[config.mk]
export PLATFORM = sky130hd
export DESIGN_NAME = obstacle_spawner_n
export DESIGN_NICKNAME = d
export VERILOG_FILES = /design/src/rtl/obstacle_spawner_n.sv
export SDC_FILE = /design/constraint.sdc
export NUM_CORES = 1
export LEC_CHECK = 0
export CORE_MARGIN = 3
export CORE_UTILIZATION = 40
export DETAILED_ROUTE_END_ITERATION = 12
export PLACE_DENSITY_LB_ADDON = 0.1
export SLEW_MARGIN = 30
export SYNTH_ARGS = -nofsm -noshare
export SYNTH_HDL_FRONTEND = slang
export SYNTH_SLANG_ARGS = --single-unit
[constraint.sdc]
create_clock -name clk -period 3.75 [get_ports clk]
set_input_delay 0.5625 -clock clk [delete_from_list [all_inputs] [get_ports clk]]
set_output_delay 0.5625 -clock clk [all_outputs]
set_load 0.1 [all_outputs]
[src/rtl/obstacle_spawner_n.sv]
// -----------------------------------------------------------------------------
// obstacle_spawner_n
//
// Keeps NUM_OBS obstacle slots that scroll toward x = 0 by i_speed on every
// valid game tick. A slot that would pass x = 0 leaves the screen. When the
// spawn countdown has expired, a new obstacle is placed at GEN_LINE in the
// lowest free slot.
//
// Ports:
//   clk            single clock
//   rst            synchronous active-high reset; overrides everything else
//   i_game_tick    one-cycle game-update strobe
//   i_run          game running; ticks are ignored while low
//   i_clear        one-cycle pulse that empties every slot for a new game
//   i_speed        pixels per tick in converted units (0..7)
//   i_rng          free-running random byte (type and gap jitter come from it)
//   o_obs_pos      packed slot positions, slot k at [k*POS_W +: POS_W]
//   o_obs_type     packed slot types, slot k at [k*3 +: 3]
//   o_obs_active   bit k set when slot k holds an obstacle
//   o_spawn_pulse  registered: a slot was filled by the previous valid tick
//   o_pass_pulse   registered: one or more obstacles left on the previous tick
// -----------------------------------------------------------------------------
module obstacle_spawner_n #(
  parameter int NUM_OBS       = 3,
  parameter int CONV          = 2,
  parameter int GEN_LINE      = 250,
  parameter int MIN_GAP_TICKS = 30,
  localparam int POS_W        = 10 - CONV
) (
  input  logic                       clk,
  input  logic                       rst,
  input  logic                       i_game_tick,
  input  logic                       i_run,
  input  logic                       i_clear,
  input  logic [2:0]                 i_speed,
  input  logic [7:0]                 i_rng,
  output logic [NUM_OBS*POS_W-1:0]   o_obs_pos,
  output logic [NUM_OBS*3-1:0]       o_obs_type,
  output logic [NUM_OBS-1:0]         o_obs_active,
  output logic                       o_spawn_pulse,
  output logic                       o_pass_pulse
);

  localparam logic [POS_W-1:0] GEN_POS = POS_W'(GEN_LINE);
  localparam logic [7:0]       MIN_GAP = 8'(MIN_GAP_TICKS);

  logic [POS_W-1:0] pos_q  [NUM_OBS];
  logic [POS_W-1:0] pos_d  [NUM_OBS];
  logic [2:0]       type_q [NUM_OBS];
  logic [2:0]       type_d [NUM_OBS];
  logic [NUM_OBS-1:0] active_q;
  logic [NUM_OBS-1:0] active_d;
  logic [7:0]       gap_cnt;
  logic [7:0]       gap_cnt_d;
  logic             spawn_q;
  logic             spawn_d;
  logic             pass_q;
  logic             pass_d;
  logic             valid_tick;
  logic             found;
  logic [POS_W-1:0] speed_ext;

  // Only the low nibble and bits [6:4] of the random byte are consumed.
  logic unused_rng_bit;
  assign unused_rng_bit = i_rng[7];

  assign valid_tick = i_game_tick & i_run & ~i_clear;
  assign speed_ext  = POS_W'(i_speed);

  // Next-state logic. The spawn decision looks only at active_q (occupancy
  // at tick start), so a slot freed by an exit on this tick is not refilled
  // until the following tick, and a freshly spawned slot is never moved.
  always_comb begin
    pos_d     = pos_q;
    type_d    = type_q;
    active_d  = active_q;
    gap_cnt_d = gap_cnt;
    spawn_d   = 1'b0;
    pass_d    = 1'b0;
    found     = 1'b0;

    if (i_clear) begin
      active_d  = '0;
      for (int k = 0; k < NUM_OBS; k++) pos_d[k] = '0;
      gap_cnt_d = MIN_GAP;
    end else if (valid_tick) begin
      for (int k = 0; k < NUM_OBS; k++) begin
        if (active_q[k]) begin
          if (pos_q[k] >= speed_ext) begin
            pos_d[k] = pos_q[k] - speed_ext;
          end else begin
            active_d[k] = 1'b0;
            pos_d[k]    = '0;
            pass_d      = 1'b1;
          end
        end
      end

      if (gap_cnt != 8'd0) begin
        gap_cnt_d = gap_cnt - 8'd1;
      end else if (!(&active_q)) begin
        spawn_d   = 1'b1;
        gap_cnt_d = MIN_GAP + {4'd0, i_rng[3:0]};
        // Lowest-index free slot wins.
        for (int k = 0; k < NUM_OBS; k++) begin
          if (!active_q[k] && !found) begin
            found       = 1'b1;
            active_d[k] = 1'b1;
            pos_d[k]    = GEN_POS;
            type_d[k]   = i_rng[6:4];
          end
        end
      end
    end
  end

  // State register. Reset discards any tick presented in the same cycle.
  always_ff @(posedge clk) begin
    if (rst) begin
      for (int k = 0; k < NUM_OBS; k++) begin
        pos_q[k]  <= '0;
        type_q[k] <= '0;
      end
      active_q <= '0;
      gap_cnt  <= MIN_GAP;
      spawn_q  <= 1'b0;
      pass_q   <= 1'b0;
    end else begin
      for (int k = 0; k < NUM_OBS; k++) begin
        pos_q[k]  <= pos_d[k];
        type_q[k] <= type_d[k];
      end
      active_q <= active_d;
      gap_cnt  <= gap_cnt_d;
      spawn_q  <= spawn_d;
      pass_q   <= pass_d;
    end
  end

  for (genvar g = 0; g < NUM_OBS; g++) begin : g_pack
    assign o_obs_pos[g*POS_W +: POS_W] = pos_q[g];
    assign o_obs_type[g*3 +: 3]        = type_q[g];
  end

  assign o_obs_active  = active_q;
  assign o_spawn_pulse = spawn_q;
  assign o_pass_pulse  = pass_q;

endmodule

==> out/metrics.yaml <==
syn_inst: 329
cpMaxStageDelayCell: "clkdlybuf4s50_1"
hold_slack_ps: 464
layout-drive-gt1-share_pct: 6.48
cts.path.max_buffers: 2
cp.depth: 10
fmax_mhz: 342
final_hold_viol_count: 0
drv_slew: 0
rr_endpoint: "o_obs_pos[1]$_SDFFE_PP0P_"
cts_buffers: 5
io_pins: 54
synthDistinctLibCells: 59
setup.worst_path.end: "o_obs_pos[1]$_SDFFE_PP0P_"
grt-ovfl-total: 0
drv_cap: 0
worstSkewPairLatency_ps: 300
synth_seq_cells: 46
path_buf_inv: 3
grt_max_degree: 20
power_frac_seq_pct: 50.6
dpl.hpwl_um: 5710
core_um2: 6460
synth_edf_count: 0
worstSetupEndpointType: "flop"
yosys_most_used_dff: "dfxtp_1"
drt_iter0_drc: 115
crit_type: "input port to flop"
cpPeakStageDelay_ps: 580
routed_via_density: 5.80
ir_worst_vdd_uv: 167
path_clk_slew_ps: 90
drc: 0
htreeDepth: 2
power_density_nw_per_um2: 286
hold_class: "flop to flop"
worst_slew_pin_slew_ps: 975
place_congestion: 0.943
wl_um: 7590
wire_per_inst_um: 16.4
clock_skew_ps: 8.21
die_area_um2: 7770
crit_start: "i_speed[0]"
fp-row-count: 29
nets: 416
antenna_found_initial: 0
antennaDiodeCount: 0
clockRootBuffer: "clkbuf_8"
portBuffers: 52
avgSynthCellArea_um2: 8.21
max-slew-margin-rel_pct: 34.8
cts-hold-fix-buffers: 0
grt_first_pass_wirelength_um: 12700
cts_tree: "built"
r2r_cells: 10
numClockSinks: 46
setup_viol: 0
p_clk_share_pct: 36.9
die_width_um: 88.2
outcome: "complete, no violations"
fin_crit_sh_pct: 78.0
switchingPower_uw: 254
p_comb_share_pct: 12.5
die_h_um: 88.2
final_util_pct: 53.0
firstDrtPassIters: 4
cp.arrival_ps: 3100
period_needed_ps: 2930
cts_setup_buffers: 0
vias: 2687
regToRegSetupSlack_ps: 1330
yosysWarnings: 0
synth_area_um2: 2700
crit_chain: "clkdlybuf4s50_1 -> ha_1 -> inv_1 -> fa_1 -> a21o_1 -> a2111oi_2 -> buf_4 -> nand2b_1 -> o31ai_1 -> o32ai_1"
critPathTopFamily: "compound AO/OA/AOI/OAI gates"
rsz0062_at_grt: "no"
grt_pass1_vias: 2550
grt_usage_pct: 20.9
required_ps: 3930
worstPathMaxFanout: 6
netSwitchingFraction_pct: 26.0
syn_nets: 360
intPower_uw: 723
area_growth_pct: 26.8
cts.repair.resized: 0
ant_nets: 0
p_leak_nw: 1.24
synth_seq_area_share_pct: 34.1
async_flop_share_pct: 0
setup_tns_ps: 0
start_kind: "input port"
initial_utilization_pct: 41.8
r2r-start: "o_obs_pos[0]$_SDFFE_PP0P_"
==> sequential cells by signal, indices dropped and copies added (netlist names) <==
| name | flops |
|---|---|
| o_obs_pos | 24 |
| o_obs_type | 9 |
| gap_cnt | 8 |
| o_obs_active | 3 |
| o_pass_pulse | 1 |
| o_spawn_pulse | 1 |
==> synth_stat cells (4+ instances only) <==
library cell / instances / share of area (%)
o21ai_0: 16 / 3.0
a211oi_1: 6 / 1.7
nor4_1: 4 / 0.93
nand2_1: 39 / 5.4
a21oi_1: 26 / 4.8
dfxtp_1: 46 / 34
nor2_1: 30 / 4.2
mux2i_1: 6 / 2.2
or3_1: 7 / 1.6
nand2b_1: 6 / 1.4
nand3_1: 10 / 1.9
o211ai_1: 4 / 1.1
clkbuf_1: 6 / 0.83
ha_1: 12 / 5.6
nor2b_1: 7 / 1.6
inv_1: 17 / 2.4
a31oi_1: 8 / 1.9
nor3_1: 11 / 2.0
==> cell type report <==
class                           count  area, um^2
Sequential cell                    46         921
Inverter                           17        63.8
Fill cell                         641        3030
Clock buffer                        8         110
Multi-Input combinational cell    259        1690
Timing Repair Buffer               56         546
Tap cell                           77        96.3
==> layer usage <==
layer | GRT usage [%] | wire (um) | up-vias
met5 | 0 | 0 | -
met2 | 33.2 | 3440 | 89
met3 | 3.76 | 464 | 8
met4 | 6.32 | 85 | 0
met1 | 28.8 | 3600 | 1252
li1 | - | - | 1338
==> worst min-delay path, cell delays in order (launching register included) <==
cell and delay (ps):
dfxtp_1 320, nand2_1 50, a21oi_1 50
==> how the worst min path moves through the flow <==
stage,slack [ps],from,cells after the start,end
3_3_place_gp,450,o_obs_type[3]$_SDFFE_PP0P_,2,o_obs_type[3]$_SDFFE_PP0P_
4_1_cts,460,o_obs_type[4]$_SDFFE_PP0P_,2,o_obs_type[4]$_SDFFE_PP0P_
6_report,460,o_obs_type[4]$_SDFFE_PP0P_,2,o_obs_type[4]$_SDFFE_PP0P_
3_5_place_dp,450,o_obs_type[4]$_SDFFE_PP0P_,2,o_obs_type[4]$_SDFFE_PP0P_
5_1_grt,500,o_obs_type[4]$_SDFFE_PP0P_,2,o_obs_type[4]$_SDFFE_PP0P_
2_1_floorplan,490,gap_cnt[5]$_SDFFE_PP0P_,1,gap_cnt[5]$_SDFFE_PP0P_
==> cell usage in the layout (no fill, tap or decap), types with 3 or more instances in the layout <==
cell type,netlist,final
o31ai_1,3,3
nand2_1,39,39
o22ai_1,3,3
nor3_1,11,11
fa_1,3,3
o2bb2ai_1,3,3
or3_1,7,7
a211oi_1,6,6
nand2b_1,6,6
xnor2_1,3,3
a31oi_1,8,8
and3_1,3,3
buf_4,0,4
inv_1,17,17
clkbuf_8,0,8
o21ai_0,16,16
a21oi_1,26,26
o41ai_1,3,3
nor2b_1,7,7
mux2i_1,6,6
nor4_1,4,4
ha_1,12,12
o211ai_1,4,4
dfxtp_1,46,46
nor2_1,30,30
clkdlybuf4s50_1,0,51
nand3_1,10,10
==> stage by stage <==
step                power [mW]  std cells  cell area [um^2]  setup slack (ps)
finish                   0.978        463              3420               824
global route              1.01        463              3420               608
CTS                      0.985        463              3430               827
detailed placement       0.628        455              3320               496
global placement         0.627        455              3320               546
floorplan                0.582        329              2700               961
==> kinds of logic (layout without fill, tap and decap cells) <==
family | after synthesis | after routing | synth area share (%)
muxes | 6 | 6 | 2.22
adders and majority gates | 15 | 15 | 7.78
AOI/OAI and AO/OA | 100 | 100 | 25.8
and+or+nand+nor | 135 | 135 | 25.8
buffers and inverters | 24 | 81 | 3.38
xor gates and xnor gates | 3 | 3 | 0.973
DFF | 46 | 46 | 34.1
==> power by group through the flow <==
stage | logic, mW | clock network [mW] | registers, mW
CTS | 0.122 | 0.368 | 0.495
global route | 0.134 | 0.384 | 0.496
global placement | 0.120 | 0 | 0.506
finish | 0.122 | 0.361 | 0.495
floorplan | 0.0596 | 0 | 0.522
detailed placement | 0.122 | 0 | 0.506
Note: power is estimated with default switching activity, not from simulation.
